File: src/rtl/ram_access_sequencer.sv
// ram_access_sequencer: arbitrates the single RAM port between instruction fetch and load/store data.
// The requester latched in IDLE is size/alignment checked, and then the MFA/MFC handshake runs for it.
// Optional macro RAM_TIMEOUT_EN aborts an access that waits TIMEOUT cycles for ramMFC without seeing it.
module ram_access_sequencer #(
  parameter int ADDR_W  = 9,
  parameter int TIMEOUT = 15
) (
  input  logic              Clk,
  input  logic              reset,
  input  logic              fetchReq,
  input  logic [ADDR_W-1:0] fetchAddr,
  output logic              fetchDone,
  input  logic              dataReq,
  input  logic              dataRW,
  input  logic [ADDR_W-1:0] dataAddr,
  input  logic [1:0]        dataSize,
  output logic              dataDone,
  output logic              accErr,
  output logic              accOwner,
  output logic              busy,
  output logic              ramMFA,
  output logic              ramRW,
  output logic [ADDR_W-1:0] ramAddress,
  output logic [1:0]        ramDataSize,
  input  logic              ramMFC
);
  localparam logic [1:0] S_IDLE    = 2'd0;
  localparam logic [1:0] S_CHECK   = 2'd1;
  localparam logic [1:0] S_ACCESS  = 2'd2;
  localparam logic [1:0] S_RELEASE = 2'd3;
  logic [1:0]        r_state;
  logic              r_rw;
  logic [ADDR_W-1:0] r_addr;
  logic [1:0]        r_size;
  logic              w_err;
`ifdef RAM_TIMEOUT_EN
  logic [7:0]        r_cnt;
`endif
  // Reserved size, odd halfword or non-word-aligned word is refused before touching RAM.
  assign w_err = (r_size == 2'b11) | ((r_size == 2'b01) & r_addr[0]) | ((r_size == 2'b10) & (|r_addr[1:0]));
  assign busy  = (r_state != S_IDLE);
  // Sequencer: grant in IDLE (data first), check, run the handshake, then wait for MFC to drop.
  always_ff @(posedge Clk) begin
    if (!reset) begin
      r_state     <= S_IDLE;
      r_rw        <= 1'b0;
      r_addr      <= '0;
      r_size      <= 2'b00;
      fetchDone   <= 1'b0;
      dataDone    <= 1'b0;
      accErr      <= 1'b0;
      accOwner    <= 1'b0;
      ramMFA      <= 1'b0;
      ramRW       <= 1'b0;
      ramAddress  <= '0;
      ramDataSize <= 2'b00;
`ifdef RAM_TIMEOUT_EN
      r_cnt       <= 8'd0;
`endif
    end else begin
      fetchDone <= 1'b0;
      dataDone  <= 1'b0;
      accErr    <= 1'b0;
      case (r_state)
        S_IDLE: begin
          if (dataReq) begin
            r_rw     <= dataRW;
            r_addr   <= dataAddr;
            r_size   <= dataSize;
            accOwner <= 1'b1;
            r_state  <= S_CHECK;
          end else if (fetchReq) begin
            r_rw     <= 1'b1;
            r_addr   <= fetchAddr;
            r_size   <= 2'b10;
            accOwner <= 1'b0;
            r_state  <= S_CHECK;
          end
        end
        S_CHECK: begin
          if (w_err) begin
            fetchDone <= ~accOwner;
            dataDone  <= accOwner;
            accErr    <= 1'b1;
            r_state   <= S_IDLE;
          end else begin
            ramMFA      <= 1'b1;
            ramRW       <= r_rw;
            ramAddress  <= r_addr;
            ramDataSize <= r_size;
            r_state     <= S_ACCESS;
`ifdef RAM_TIMEOUT_EN
            r_cnt       <= 8'd0;
`endif
          end
        end
        S_ACCESS: begin
          if (ramMFC) begin
            ramMFA    <= 1'b0;
            fetchDone <= ~accOwner;
            dataDone  <= accOwner;
            r_state   <= S_RELEASE;
          end
`ifdef RAM_TIMEOUT_EN
          else if (r_cnt == 8'(TIMEOUT - 1)) begin
            ramMFA    <= 1'b0;
            fetchDone <= ~accOwner;
            dataDone  <= accOwner;
            accErr    <= 1'b1;
            r_state   <= S_RELEASE;
          end else begin
            r_cnt <= r_cnt + 8'd1;
          end
`endif
        end
        default: begin
          if (!ramMFC) r_state <= S_IDLE;
        end
      endcase
    end
  end
endmodule

File: config.mk
export PLATFORM = sky130hd
export DESIGN_NAME = ram_access_sequencer
export DESIGN_NICKNAME = d
export VERILOG_FILES = /design/src/rtl/ram_access_sequencer.sv
export SDC_FILE = /design/constraint.sdc
export NUM_CORES = 1
export LEC_CHECK = 0
export BUFFER_PORTS_ARGS = -buffer_cell sky130_fd_sc_hd__buf_2
export CORE_AREA = 2 2 58 60
export DETAILED_ROUTE_END_ITERATION = 8
export DIE_AREA = 0 0 60 62
export MAX_ROUTING_LAYER = met4
export PLACE_DENSITY = 0.76
export SYNTH_ARGS = -nofsm -noshare
export SYNTH_HDL_FRONTEND = slang
export SYNTH_SLANG_ARGS = --single-unit
File: constraint.sdc
create_clock -name Clk -period 1.7 [get_ports Clk]
set_input_delay 0.085 -clock Clk [delete_from_list [all_inputs] [get_ports Clk]]
set_output_delay 0.085 -clock Clk [all_outputs]
set_load 0.05 [all_outputs]
==> results of run 1 <==
-- power by group --
| group | total, uW | switching, uW | internal (uW) |
|---|---|---|---|
| combinational | 1380 | 829 | 555 |
| sequential | 1070 | 147 | 928 |
| clock | 409 | 248 | 161 |
-- sequential cells by signal, indices dropped and copies added (netlist names), 2 cells and up --
signal and cells:
r_size 2, ramAddress 9, r_addr 9, ramDataSize 2, r_state 2
-- how the worst max path moves through the flow --
stage | start | endpoint
final | r_state[0] | busy
after global routing | r_state[0] | busy
after CTS | r_state[0] | busy
after detailed placement | r_state[0] | r_state[0]
after global placement | r_state[0] | r_state[0]
after floorplan | r_state[0] | r_state[0]
-- final cells by class --
| type | instances | share of cell area, % |
|---|---|---|
| multi-input cells | 108 | 42.9 |
| flip-flops and latches | 31 | 34.9 |
| repair buffers | 49 | 15.5 |
| well taps | 46 | 3.24 |
| clock buffers | 7 | 2.53 |
| inverters | 3 | 0.633 |
| clock inverters | 1 | 0.281 |
-- worst min-delay path: cells and delay by family --
kind | cells | cell delay [ns]
buffers and inverters | 1 | 0.11
AO/OA/AOI/OAI | 1 | 0.06
AND/OR/NAND/NOR | 1 | 0.07
-- cells in the final DEF (no fill, tap or decap), types with 2 or more instances in the layout --
master / netlist / final
sky130_fd_sc_hd__nor4b_1: 3 / 2
sky130_fd_sc_hd__a21oi_1: 3 / 3
sky130_fd_sc_hd__clkbuf_1: 7 / 2
sky130_fd_sc_hd__nand2_1: 40 / 40
sky130_fd_sc_hd__o211a_1: 11 / 11
sky130_fd_sc_hd__nand3b_1: 2 / 2
sky130_fd_sc_hd__nand3_1: 2 / 2
sky130_fd_sc_hd__o21ai_2: 2 / 2
sky130_fd_sc_hd__ha_1: 4 / 4
sky130_fd_sc_hd__dfxtp_1: 31 / 31
sky130_fd_sc_hd__o21ai_1: 2 / 2
sky130_fd_sc_hd__a21boi_1: 4 / 4
sky130_fd_sc_hd__mux2i_1: 20 / 20
sky130_fd_sc_hd__buf_2: 2 / 42
sky130_fd_sc_hd__inv_1: 3 / 3
sky130_fd_sc_hd__buf_4: 0 / 5
sky130_fd_sc_hd__clkbuf_4: 0 / 6
-- stage by stage --
step	util [%]	power (uW)	setup slack, ns
after floorplan	-	2190	0.148
after global placement	54.1	2440	0.183
after detailed placement	54.1	2460	0.130
after CTS	55.6	2870	0.0604
after global routing	55.9	3040	0.00421
final	55.9	2870	0.111
-- per-layer routing --
layer / vias to the layer above / GRT usage [%] / wire length [microns]
li1: 625 / - / -
met1: 577 / 19.0 / 1330
met2: 35 / 25.5 / 1290
met3: 4 / 5.38 / 192
met4: 0 / 9.52 / 40
met5: - / - / 0
-- kinds of logic (layout without fill, tap and decap cells) --
group	Yosys count	after routing	share of synthesized area, %
adders and majority gates	4	4	3.41
buffers and inverters	15	60	6.14
DFF	31	31	42.3
muxes	20	20	13.6
and+or+nand+nor	55	55	18.2
AOI/OAI and AO/OA	29	29	16.4
==> impl_metrics.yaml, run 1 <==
timing:
  grt_setup_unrepaired: "no"
  finalCritPeriodShare_pct: 93.5
  worstMarginPinSlew_ns: 0.408
  clock.fmax_mhz: 629
  sum_of_negative_setup_slack_ns: 0
  setup_violations: 0
  hold_vio_cnt_final: 0
  hold_ws_ns: 0.0245
  timing.max_slew.rel_slack_pct: 72.8
  skew_ns: 0.00376
  timing.final.max_slew_violations: 0
  finalWorstPathRequiredPeriod_ns: 1.59
run:
  max_cap_violations: 0
cells_and_area:
  postLayoutCellArea_sq_um: 1780
  seq_area_sq_um: 621
  design.final.nets: 228
  filler_instances: 286
  areaGrowthSynthToFinish_pct: 21.1
  layoutNonFillerInstCount: 245
  diodes: 0
  multi_input_area_sq_um: 763
  drive_gt1_share_pct: 30.2
drt:
  num_vias: 1241
  drc: 0
  post_drt_via_cell_ratio: 5.07
  first_iter_violations: 24
  post_drt_wl_per_cell_microns: 11.6
  drt.antenna.violating_nets: 0
  wirelength_microns: 2850
  drt_pass1_iterations: 4
clock_network:
  cts_resized: 0
  hold_bufs_inserted_after_cts: 0
  clock_tree.buffer_depth: 2
  cts.htree.levels: 2
  tritoncts: "yes"
  clk_root_buffer_cell: "sky130_fd_sc_hd__clkbuf_4"
  cts_num_sinks: 31
  clock_slew_seen_by_the_registers_of_the_worst_setup_and_hold_paths_ns: 0.09
  insertion_delay_ns: 0.33
  post-cts-setup-buffer-count: 0
  cts_buffers: 5
grt:
  overflow: 0
  first_global_vias: 995
  antenna_violations_before_repair: 0
  grt_first_pass_wirelength_microns: 4310
  grt_start_max_net_pins: 26
  grt_resource_usage_total_pct: 16.6
min_path:
  hold_path_end: "r_size[0]"
  timing.hold.worst.start: "dataSize[0]"
  type_of_the_tightest_min_delay_check: "input port to flop"
  hold_depth: 3
synthesis:
  synth_area_per_cell_sq_um: 9.53
  synth_cell_type_count: 32
  synth_ff_type: "sky130_fd_sc_hd__dfxtp_1"
  yosysTopAreaCellShare_pct: 42.3
  synth-edff-count: 0
  syn_inst_count: 154
  asyncSetResetFlopFracSynth_pct: 0
  mappedNetlistArea_sq_um: 1470
  syn_nets: 184
  top_area_cells_in_the_synthesized_netlist: "sky130_fd_sc_hd__dfxtp_1 42%, sky130_fd_sc_hd__mux2i_1 14%, sky130_fd_sc_hd__nand2_1 10%"
  yosysMostFrequentCell: "sky130_fd_sc_hd__nand2_1"
  netlist_top_cells_count: "40 x sky130_fd_sc_hd__nand2_1, 31 x sky130_fd_sc_hd__dfxtp_1, 20 x sky130_fd_sc_hd__mux2i_1"
  synth_seq_area_share_pct: 42.3
  synth_warnings: 0
  synth_seq_cells: 31
  synth_top_cell_by_area: "sky130_fd_sc_hd__dfxtp_1"
setup_path:
  crit_path_start_kind: "flop"
  crit_arrival_ns: 1.50
  worst-path-buf-inv: 4
  setup.worst_path.end_class: "primary output"
  worst-setup-path-type: "flop to primary output"
  critical_path_required_ns: 1.62
  worst-r2r-cell-count: 5
  critical-path-top-cell-by-count: "sky130_fd_sc_hd__inv_1"
  worstReg2RegStart: "r_state[0]"
  worst_reg2reg_endpoint: "r_state[0]"
  critical_path.max_fanout: 8
  cp_slowest_stage_delay_ns: 0.41
  critical_path_top_delay_cell: "sky130_fd_sc_hd__dfxtp_1"
  cells_along_the_critical_path: "inv_1 -> ha_1 -> buf_4 -> inv_1 -> clkbuf_4"
  stages_on_the_worst_setup_path: 5
  timing.critical_path.max_delay_family: "buffers and inverters"
  setup.reg_to_reg.worst_slack_ns: 0.12
place:
  gp_congestion: 0.840
  placed_cell_area_sq_um: 1720
  io_buffer_count: 43
  place_hpwl_microns: 2110
  placed_cells_incl_taps: 237
pwr:
  pwr_density_cell_nw_per_um2: 1610
  vdd_drop_max_v: 0.000735
  power_leakage_uw: 0.000894
status:
  outcome: "finished clean"
die:
  ios: 44
  initial_utilization_pct: 46.2
  fp.dieW_microns: 60
  core_sq_um: 3180
  floorplan.die_area_sq_um: 3720
  rows: 21
  die_height_microns: 62
Power figures use the tool's default switching activity.
==> run 2: changes to the inputs <==
--- a/config.mk
+++ b/config.mk
@@ -6,11 +6,11 @@
 export NUM_CORES = 1
 export LEC_CHECK = 0
 export BUFFER_PORTS_ARGS = -buffer_cell sky130_fd_sc_hd__buf_2
-export CORE_AREA = 2 2 58 60
+export CORE_AREA = 2 2 64 66
 export DETAILED_ROUTE_END_ITERATION = 8
-export DIE_AREA = 0 0 60 62
+export DIE_AREA = 0 0 66 68
 export MAX_ROUTING_LAYER = met4
-export PLACE_DENSITY = 0.76
+export PLACE_DENSITY = 0.64
 export SYNTH_ARGS = -nofsm -noshare
 export SYNTH_HDL_FRONTEND = slang
 export SYNTH_SLANG_ARGS = --single-unit
==> impl_metrics.yaml, run 2 (synthesized netlist as in run 1, its figures left out) <==
run:
  max_cap_violations: 0
cells_and_area:
  diodes: 0
  layout_top_registers: "r_addr x9, ramAddress x9"
  design.final.nets: 229
  most_used_cells_in_the_layout_excluding_fill_and_tap_cells: "43 x sky130_fd_sc_hd__buf_2, 40 x sky130_fd_sc_hd__nand2_1, 31 x sky130_fd_sc_hd__dfxtp_1, 20 x sky130_fd_sc_hd__mux2i_1, 11 x sky130_fd_sc_hd__o211a_1"
  drive_gt1_share_pct: 30.5
  postLayoutCellArea_sq_um: 1810
  layout_commonest_cell: "sky130_fd_sc_hd__buf_2"
  areaGrowthSynthToFinish_pct: 23.1
pwr:
  pwr_density_cell_nw_per_um2: 1650
  power_leakage_uw: 0.000906
  vdd_drop_max_v: 0.000656
setup_path:
  critical_path_required_ns: 1.91
  crit_arrival_ns: 1.81
  crit_path_start_kind: "flop"
  setup.worst_path.end_class: "flop"
  critical_path.max_fanout: 4
  worst-setup-path-type: "flop to flop"
drt:
  drt_pass1_iterations: 4
  drc: 0
  post_drt_wl_per_cell_microns: 11.8
  drt.antenna.violating_nets: 0
  num_vias: 1218
  first_iter_violations: 39
  met3_wire_len_microns: 181
  post_drt_via_cell_ratio: 4.87
  met2_length_microns: 1320
  highest-signal-layer: "met4"
  wirelength_microns: 2950
  m1WireLength_microns: 1390
clock_network:
  tritoncts: "yes"
  post-cts-setup-buffer-count: 0
  cts_resized: 0
  clk_root_buffer_cell: "sky130_fd_sc_hd__clkbuf_8"
  hold_bufs_inserted_after_cts: 0
  insertion_delay_ns: 0.28
  cts.htree.levels: 2
  clock_tree.buffer_depth: 2
  cts_buffers: 5
  clock_slew_seen_by_the_registers_of_the_worst_setup_and_hold_paths_ns: 0.06
  cts_num_sinks: 31
timing:
  skew_ns: 0.00514
  timing.max_slew.rel_slack_pct: 81.7
  sum_of_negative_setup_slack_ns: 0
  setup_violations: 0
  finalWorstPathRequiredPeriod_ns: 1.60
  setup_slack_ns: 0.101
  hold_vio_cnt_final: 0
  grt_setup_unrepaired: "no"
  finalCritPeriodShare_pct: 94.1
  hold_ws_ns: 0.0953
  worstMarginPinSlew_ns: 0.271
  timing.final.max_slew_violations: 0
  clock.fmax_mhz: 625
grt:
  grt_start_max_net_pins: 31
  antenna_violations_before_repair: 0
  grt_resource_usage_total_pct: 15.3
  overflow: 0
  grt_first_pass_wirelength_microns: 4900
  first_global_vias: 1111
place:
  placement.setup.worst_slack_ns: 0.117
  place_hpwl_microns: 2100
  io_buffer_count: 43
  placed_cell_area_sq_um: 1720
  gp_congestion: 0.801
min_path:
  type_of_the_tightest_min_delay_check: "input port to flop"
die:
  ios: 44
  floorplan.die_area_sq_um: 4490
  die_height_microns: 68
  initial_utilization_pct: 38.1
  core_sq_um: 3860
  fp.dieW_microns: 66
  rows: 23
status:
  outcome: "finished clean"
[run 2: cell types whose count changed in the layout (fill, tap and decap cells not counted)]
cell	before	now
sky130_fd_sc_hd__buf_2	42	43
sky130_fd_sc_hd__buf_12	1	0
sky130_fd_sc_hd__buf_4	5	7
sky130_fd_sc_hd__clkbuf_4	6	0
sky130_fd_sc_hd__clkbuf_8	0	5
[run 2: path summary, 6_finish.rpt]
check / slack [ns] / depth (start not counted) / end / start
min: 0.1 / 3 / r_size[0] / dataSize[0]
min reg2reg: 0.45 / 2 / ramAddress[7] / ramAddress[7]
max: 0.10 / 5 / r_state[0] / r_state[0]
max reg2reg: 0.10 / 5 / r_state[0] / r_state[0]
[run 2: critical path: stages, from the launching register on]
cell,delay (ns)
sky130_fd_sc_hd__dfxtp_1,0.40
sky130_fd_sc_hd__inv_1,0.10
sky130_fd_sc_hd__ha_1,0.25
sky130_fd_sc_hd__nor3b_4,0.18
sky130_fd_sc_hd__or4_1,0.47
sky130_fd_sc_hd__a21boi_1,0.15
[run 2: metal layers]
metal | vias to the layer above | global-route usage [%]
met4 | 0 | 6.89
met1 | 559 | 16.8
met3 | 7 | 5.76
li1 | 622 | -
met5 | - | -
met2 | 30 | 24.9
[run 2: area by class of cell]
type                    instances  area [sq um]
inverters                       3          11.3
well taps                      50          62.6
clock buffers                   7          76.3
flip-flops and latches         31           621
multi-input cells             108           763
fillers                       411          2050
clock inverters                 1          5.00
repair buffers                 50           268
[run 2: report_power, final]
group / switching (uW) / internal (uW) / leakage, uW / total [uW]
Sequential: 145 / 929 / 0.000254 / 1070
Clock: 260 / 287 / 0.0000422 / 546
Combinational: 831 / 535 / 0.000610 / 1370
Total: 1240 / 1750 / 0.000906 / 2990
[run 2: metrics by stage]
step                      std cells  total power (uW)  util [%]
after floorplan                 154              2190         -
after CTS                       250              3020      46.7
after detailed placement        242              2450      44.6
final                           250              2990      46.9
after global routing            250              3190      46.9
after global placement          242              2440      44.6
